`src/rtl/async_fifo_rd_pack.sv`:
```
// -----------------------------------------------------------------------------
// async_fifo_rd_pack
//
// Read-side consumer for the asynchronous FIFO. Lives entirely in the read
// clock domain. It drains the FIFO's show-ahead port one word per clock and
// packs PACK consecutive words into one wide word. The wide word is presented
// on a registered valid/ready stream. The first word popped lands in the
// least-significant slice of out_data.
//
// Parameters
//   DATESIZE  width of one FIFO word
//   PACK      FIFO words per output word (2..16)
//   CNTSIZE   width of the wrapping pop statistics counter
//
// Ports
//   rclk       in   read clock, rising-edge
//   r_rstn     in   asynchronous active-low reset
//   rdata      in   FIFO head word, valid whenever rempty = 0
//   rempty     in   FIFO empty flag, registered in the rclk domain
//   rinc       out  pop strobe; the head word is consumed on the edge it is high
//   flush      in   synchronous discard of the partially assembled word
//   out_data   out  packed output word
//   out_valid  out  out_data holds a complete word
//   out_ready  in   downstream accepts out_data
//   fill       out  words currently held in the partial buffer (0..PACK-1)
//   pop_cnt    out  words popped since reset, wraps
// -----------------------------------------------------------------------------
module async_fifo_rd_pack #(
    parameter int DATESIZE = 8,
    parameter int PACK     = 4,
    parameter int CNTSIZE  = 16
) (
    input  logic                       rclk,
    input  logic                       r_rstn,
    input  logic [DATESIZE-1:0]        rdata,
    input  logic                       rempty,
    output logic                       rinc,
    input  logic                       flush,
    output logic [DATESIZE*PACK-1:0]   out_data,
    output logic                       out_valid,
    input  logic                       out_ready,
    output logic [$clog2(PACK):0]      fill,
    output logic [CNTSIZE-1:0]         pop_cnt
);

    localparam int              IDXW     = $clog2(PACK) + 1;
    localparam logic [IDXW-1:0] LAST_IDX = IDXW'(PACK - 1);

    logic [IDXW-1:0]                idx;
    // Slot 0 is the oldest word, so {rdata, part_buf} is already in output order.
    logic [PACK-2:0][DATESIZE-1:0]  part_buf;
    logic                           closing;

    // The next pop would complete a word.
    assign closing = (idx == LAST_IDX);

    // Pop whenever there is a word and somewhere to put it. The closing word
    // needs the output register free, or freed on this same edge. rempty is
    // registered inside the FIFO, so this path does not loop back through it.
    assign rinc = !rempty && !flush && (!closing || !out_valid || out_ready);

    assign fill = idx;

    // NOTE: all state uses non-blocking assignments, so every branch below sees
    // the pre-edge values of idx/out_valid, just as rinc did.
    always_ff @(posedge rclk or negedge r_rstn) begin
        if (!r_rstn) begin
            idx       <= '0;
            // NOTE: the partial buffer is only PACK-1 flops, not a RAM, so it is
            // cleared with everything else; stale words never leak out after reset.
            part_buf  <= '0;
            out_data  <= '0;
            out_valid <= 1'b0;
            pop_cnt   <= '0;
        end else begin
            if (rinc) begin
                pop_cnt <= pop_cnt + CNTSIZE'(1);
                if (closing) begin
                    idx <= '0;
                end else begin
                    for (int i = 0; i < PACK - 1; i++) begin
                        if (idx == IDXW'(i)) begin
                            part_buf[i] <= rdata;
                        end
                    end
                    idx <= idx + IDXW'(1);
                end
            end else if (flush) begin
                // Flush only rewinds assembly; a finished word still goes out.
                idx <= '0;
            end

            if (rinc && closing) begin
                // Any word accepted on this edge is replaced with no bubble.
                out_data  <= {rdata, part_buf};
                out_valid <= 1'b1;
            end else if (out_valid && out_ready) begin
                out_valid <= 1'b0;
            end
        end
    end

endmodule

```
`config.mk`:
```
export PLATFORM = sky130hd
export DESIGN_NAME = async_fifo_rd_pack
export DESIGN_NICKNAME = d
export VERILOG_FILES = /design/src/rtl/async_fifo_rd_pack.sv
export SDC_FILE = /design/constraint.sdc
export NUM_CORES = 1
export LEC_CHECK = 0
export CORE_MARGIN = 5
export CORE_UTILIZATION = 56
export CTS_CLUSTER_DIAMETER = 120
export CTS_CLUSTER_SIZE = 40
export DETAILED_ROUTE_END_ITERATION = 12
export DONT_BUFFER_PORTS = 1
export PLACE_DENSITY = 0.75
export SLEW_MARGIN = 5
export SYNTH_ARGS = -nofsm -noshare
export SYNTH_HDL_FRONTEND = slang
export SYNTH_SLANG_ARGS = --single-unit
```
`constraint.sdc`:
```
create_clock -name rclk -period 1.95 [get_ports rclk]
set_input_delay 0.0975 -clock rclk [delete_from_list [all_inputs] [get_ports rclk]]
set_output_delay 0.0975 -clock rclk [all_outputs]
set_load 0.02 [all_outputs]
```
# ---- After elaboration in Yosys (flattened, before gate mapping)
# Index checks and enable logic that the tools add are counted.
dict set report word_totals {
  ff_bits 76
  in_bits 13
  out_inout_bits 53
  elab_cells 34
}
dict set report classes {
  addsub 2
  eq_ne 3
  muxes 5
  bitwise 1
  n_reduce_logical 16
}
# op n
set ops {}
lappend ops {{$add 16x1->16 const B} 1}
lappend ops {{$mux 3} 3}
lappend ops {{$reduce_and 3->1} 3}
lappend ops {{$eq 3x2->1 const B} 2}
lappend ops {{$logic_and 1x1->1} 4}
lappend ops {{$logic_not 1->1} 4}
lappend ops {{$reduce_bool 2->1} 2}
lappend ops {{$add 3x1->3 const B} 1}
lappend ops {{$eq 3x1->1 const B} 1}
lappend ops {{$logic_not 3->1} 1}
lappend ops {{$logic_or 1x1->1} 2}
lappend ops {{$mux 1} 2}
lappend ops {{$not 1->1} 1}

# ---- Logic depth before layout (Yosys ltp)
dict set report depth {
  ltp_word 7
  mapped_depth 6
  depth_no_buf 5
}

# ---- Worst setup path after synthesis
# OpenSTA, ideal clock, no wires.
dict set report synth_path {
  path_kind {register to register}
  startpoint {reg idx[0], in the netlist fill[0]}
  endpoint {reg pop_cnt[1]}
  setup_ns 0.125
  t_arrival_ns 2.028
  required_ns 1.825
  setup_slack_ns -0.203
  stages_incl_launch_ff 5
  n_path_buf 0
  period_less_slack_ns 2.153
  cell_sequence {dfrtp_1 > ha_1 > and4bb_4 > nor3_1 > mux2_2}
}
dict set report synth_via {
  elab_chain_cells 5
}
# element line
set synth_lines {}
lappend synth_lines {{from (decl)} 49} ;# logic [IDXW-1:0] idx;
lappend synth_lines {{from (signal assigned)} 86} ;# idx <= idx + IDXW'(1);
lappend synth_lines {{$eq 3x2->1} 55} ;# assign closing = (idx == LAST_IDX);
lappend synth_lines {{$logic_not 1->1} 60} ;# assign rinc = !rempty && !flush && (!closing || !out_valid || out_ready);
lappend synth_lines {{$logic_or 1x1->1 (2 in series)} 60}
lappend synth_lines {{$logic_and 1x1->1} 60}
lappend synth_lines {{named net rinc} 37} ;# output logic rinc,
lappend synth_lines {{to (signal assigned)} 77} ;# pop_cnt <= pop_cnt + CNTSIZE'(1);
lappend synth_lines {{to (decl)} 43} ;# output logic [CNTSIZE-1:0] pop_cnt
# The timed path passes the listed nets, and every way through them passes these cells.
# A chain may end at the register's enable or synchronous reset.

# ---- Final worst setup path
dict set report layout_path {
  startpoint {reg idx[1], in the netlist fill[1]}
  endpoint {reg pop_cnt[13]}
}
dict set report layout_via {
  elab_chain_cells 5
}
# element line
set layout_lines {}
lappend layout_lines {{$eq 3x2->1} 55}
lappend layout_lines {{$logic_not 1->1} 60}
lappend layout_lines {{$logic_or 1x1->1 (2 in series)} 60}
lappend layout_lines {{$logic_and 1x1->1} 60}
# No other way between the ends.

==> impl_metrics.toml <==
[setup_path]
crit_arrival_ps = 2110
worst-setup-path-type = "flop to flop"
worst-path-max-fanout = 7
end_kind = "flop"
critPathTopFamily = "simple AND/OR/NAND/NOR gates"
slowest_delay_ps = 560
start_kind = "flop"
crit_required_ps = 2210
path_cells = "ha_4, and4bb_4, or4_4, nor3_2, xor2_1"
crit_slowest_cell = "or4_4"
critical_path_buf_inv_count = 0

[run]
maxCapViolCount = 0

[logic_synthesis]
synth_area_leaders = "dfrtp_1, mux2_2, xnor2_1"
yosysMostFrequentCell = "dfrtp_1"
muxShareOfSynthArea_pct = 20.98
yosys.area_share.adder_pct = 2.045
netlist_area_mm2 = 0.003059
synthArstFlopShare_pct = 100.0
synth_top_family_by_area = "multiplexers"
synthFlopType = "dfrtp_1"
synth_commonest_cells = "dfrtp_1, mux2_2, nand2_1"
syn-num-nets = 226
synthDistinctLibCells = 30
synth_largest_area_cell = "dfrtp_1"
synth-seq-area-share_pct = 62.17
synth_seq_cells = 76
synth-compound-area-share_pct = 0.6544
synth_cells = 208
synth_area_per_cell_um2 = 14.71
synthSimpleGateAreaFrac_pct = 8.221
synth-edff-count = 0
synth_warnings = 0
netlist.area_leader.share_pct = 62.17
synth-xor-area-share_pct = 4.294

[clocking]
cts_tree = "built"
cts.sinks = 76
post_cts_buffers = 0
clk_latency_ps = 330
clockBufferDepth = 2
h-tree-depth = 3
cts_buffers = 9
clk_pin_slew_worst_paths_ps = 80
root_buffer = "clkbuf_8"

[final_layout]
drive_above_1_share_pct = 39.51
insertedDiodeCount = 0
finish.instance_area_mm2 = 0.003607
fin_nets = 256
syn2layout_area_growth_pct = 17.91
final_util_pct = 66.74

[global_route]
grt_max_degree = 77
track_usage_pct = 18.84
grt-ovfl-total = 0
grt_pass1_wl_um = 10270
antenna_found_initial = 0
use_met2_pct = 32.83
grtUsageMet3_pct = 7.108
busiest_layer = "met2"
grt_pass1_vias = 1983
use_met1_pct = 20.67

[pwr]
power.share.switching_pct = 28.21
seqPwrFrac_pct = 53.8
irDropWorstVdd_mv = 0.8958
cellPowerDensity_mw_per_mm2 = 1151
p_switching_w = 0.001172
p_comb_share_pct = 14.0
p_clk_share_pct = 32.2
internal_power_w = 0.002982
leakagePower_nw = 1.716
finalPower_w = 0.004153

[timing]
post-route-period-util_pct = 95.17
slew_headroom_pct = 76.20
skew_ps = 6.199
fin_tns_setup_ps = 0
fin_crit_ps = 1856
tightest_slew_ps = 356.9
drv_slew = 0
max_freq_mhz = 538.8
rsz0062_at_grt = "no"
hold_viol = 0
setup_slack_ps = 94.14
setup_viol = 0

[drt]
remaining_drc_errors = 0
viasPerCell = 5.489
wirelength_um = 5998
ant_nets = 0
wire_per_inst_um = 19.04
vias = 1729
drtPass1Iterations = 4
drt_iter0_drc = 65

[place]
routabilityCongestion = 0.7500
placed_area_mm2 = 0.003217
dp_hpwl_um = 4054
port_buffers = 0
preCtsSetupSlack_ps = 79.24

[floorplan]
rows = 27
die_x_um = 83.91
core_area_mm2 = 0.005405
die_area_mm2 = 0.007041
initial_utilization_pct = 56.60
dieHeight_um = 83.91
io_pins = 66

[run_status]
outcome = "complete, no violations"

[hold_path]
hold_class = "primary input to flop"
==> timing repair <==
item | CTS | global route
endpoints found under the hold margin | 114 | 0
endpoints found under the setup margin | 0 | 1
hold buffers | 14 | 0
gates resized for setup | 0 | 1
==> layer usage <==
| metal | vias up | part of all wire (%) |
|---|---|---|
| met5 | - | 0 |
| met4 | 0 | 1.1 |
| met3 | 6 | 7.5 |
| met2 | 60 | 53 |
| met1 | 887 | 38 |
| li1 | 776 | - |
==> sequential cells by signal, summed over array words and instances (netlist names) <==
name	cells
out_data	32
out_valid	1
part_buf	24
fill	3
pop_cnt	16
==> path summary, 6_finish.rpt <==
path,cells past startpoint,slack (ps),startpoint,endpoint
worst max-delay path,5,90,fill[1],pop_cnt[13]
worst min-delay path,2,60,flush,pop_cnt[3]
worst max register to register,5,90,fill[1],pop_cnt[13]
worst min register to register,1,510,part_buf[4],out_data[4]
max in group asynchronous,2,1350,r_rstn,fill[0]
min in group asynchronous,2,310,r_rstn,pop_cnt[0]
==> power by group through the flow <==
stage / Combinational, W / Sequential, W / Clock (W)
global route: 0.000649 / 0.00227 / 0.00146
CTS: 0.000591 / 0.00224 / 0.00136
detailed placement: 0.000520 / 0.00227 / 0
global placement: 0.000481 / 0.00225 / 0
floorplan: 0.000336 / 0.00226 / 0
finish: 0.000582 / 0.00224 / 0.00134
==> through the flow <==
stage,cells,hold WS [ps]
4_1_cts,315,42.37
5_1_grt,315,44.91
6_report,315,55.34
3_5_place_dp,285,-195.7
2_1_floorplan,208,-198.1
3_3_place_gp,285,-196.1
==> layout make-up <==
| class | count | area, um^2 |
|---|---|---|
| fill | 383 | 1798 |
| timing repair buffer | 25 | 240.2 |
| tap | 72 | 90.09 |
| inverter | 4 | 15.01 |
| clock inverter | 3 | 68.82 |
| clock buffer | 13 | 158.9 |
| multi-input combinational | 122 | 1130 |
| sequential | 76 | 1904 |
==> worst reg2reg max path, stage by stage (launching register included) <==
cell      delay, ps
dfrtp_2         430
ha_4            170
and4bb_4        220
or4_4           560
nor3_2          230
xor2_1          170
==> logic make-up (layout without fill, tap and decap cells) <==
family | count (synthesis) | in the layout
DFF | 76 | 76
muxes | 57 | 57
and+or+nand+nor | 41 | 41
xor gates and xnor gates | 15 | 15
buffers and inverters | 10 | 45
adders and majority gates | 5 | 5
AOI/OAI and AO/OA | 4 | 4
==> layout by cell type, fill, tap and decap left out, drive strengths merged, types with 2 or more instances in the layout <==
cell type and count:
nor4 2, clkbuf 13, nand2 12, a21oi 2
buf 12, and3 2, dfrtp 76, nand3 3
mux2 57, ha 5, inv 4, xnor2 8
xor2 7, o21ai 2, dlygate4sd3 13, nor3 4
nor2 6, nand4 3, bufinv 2
(Power assumes the default switching activity.)
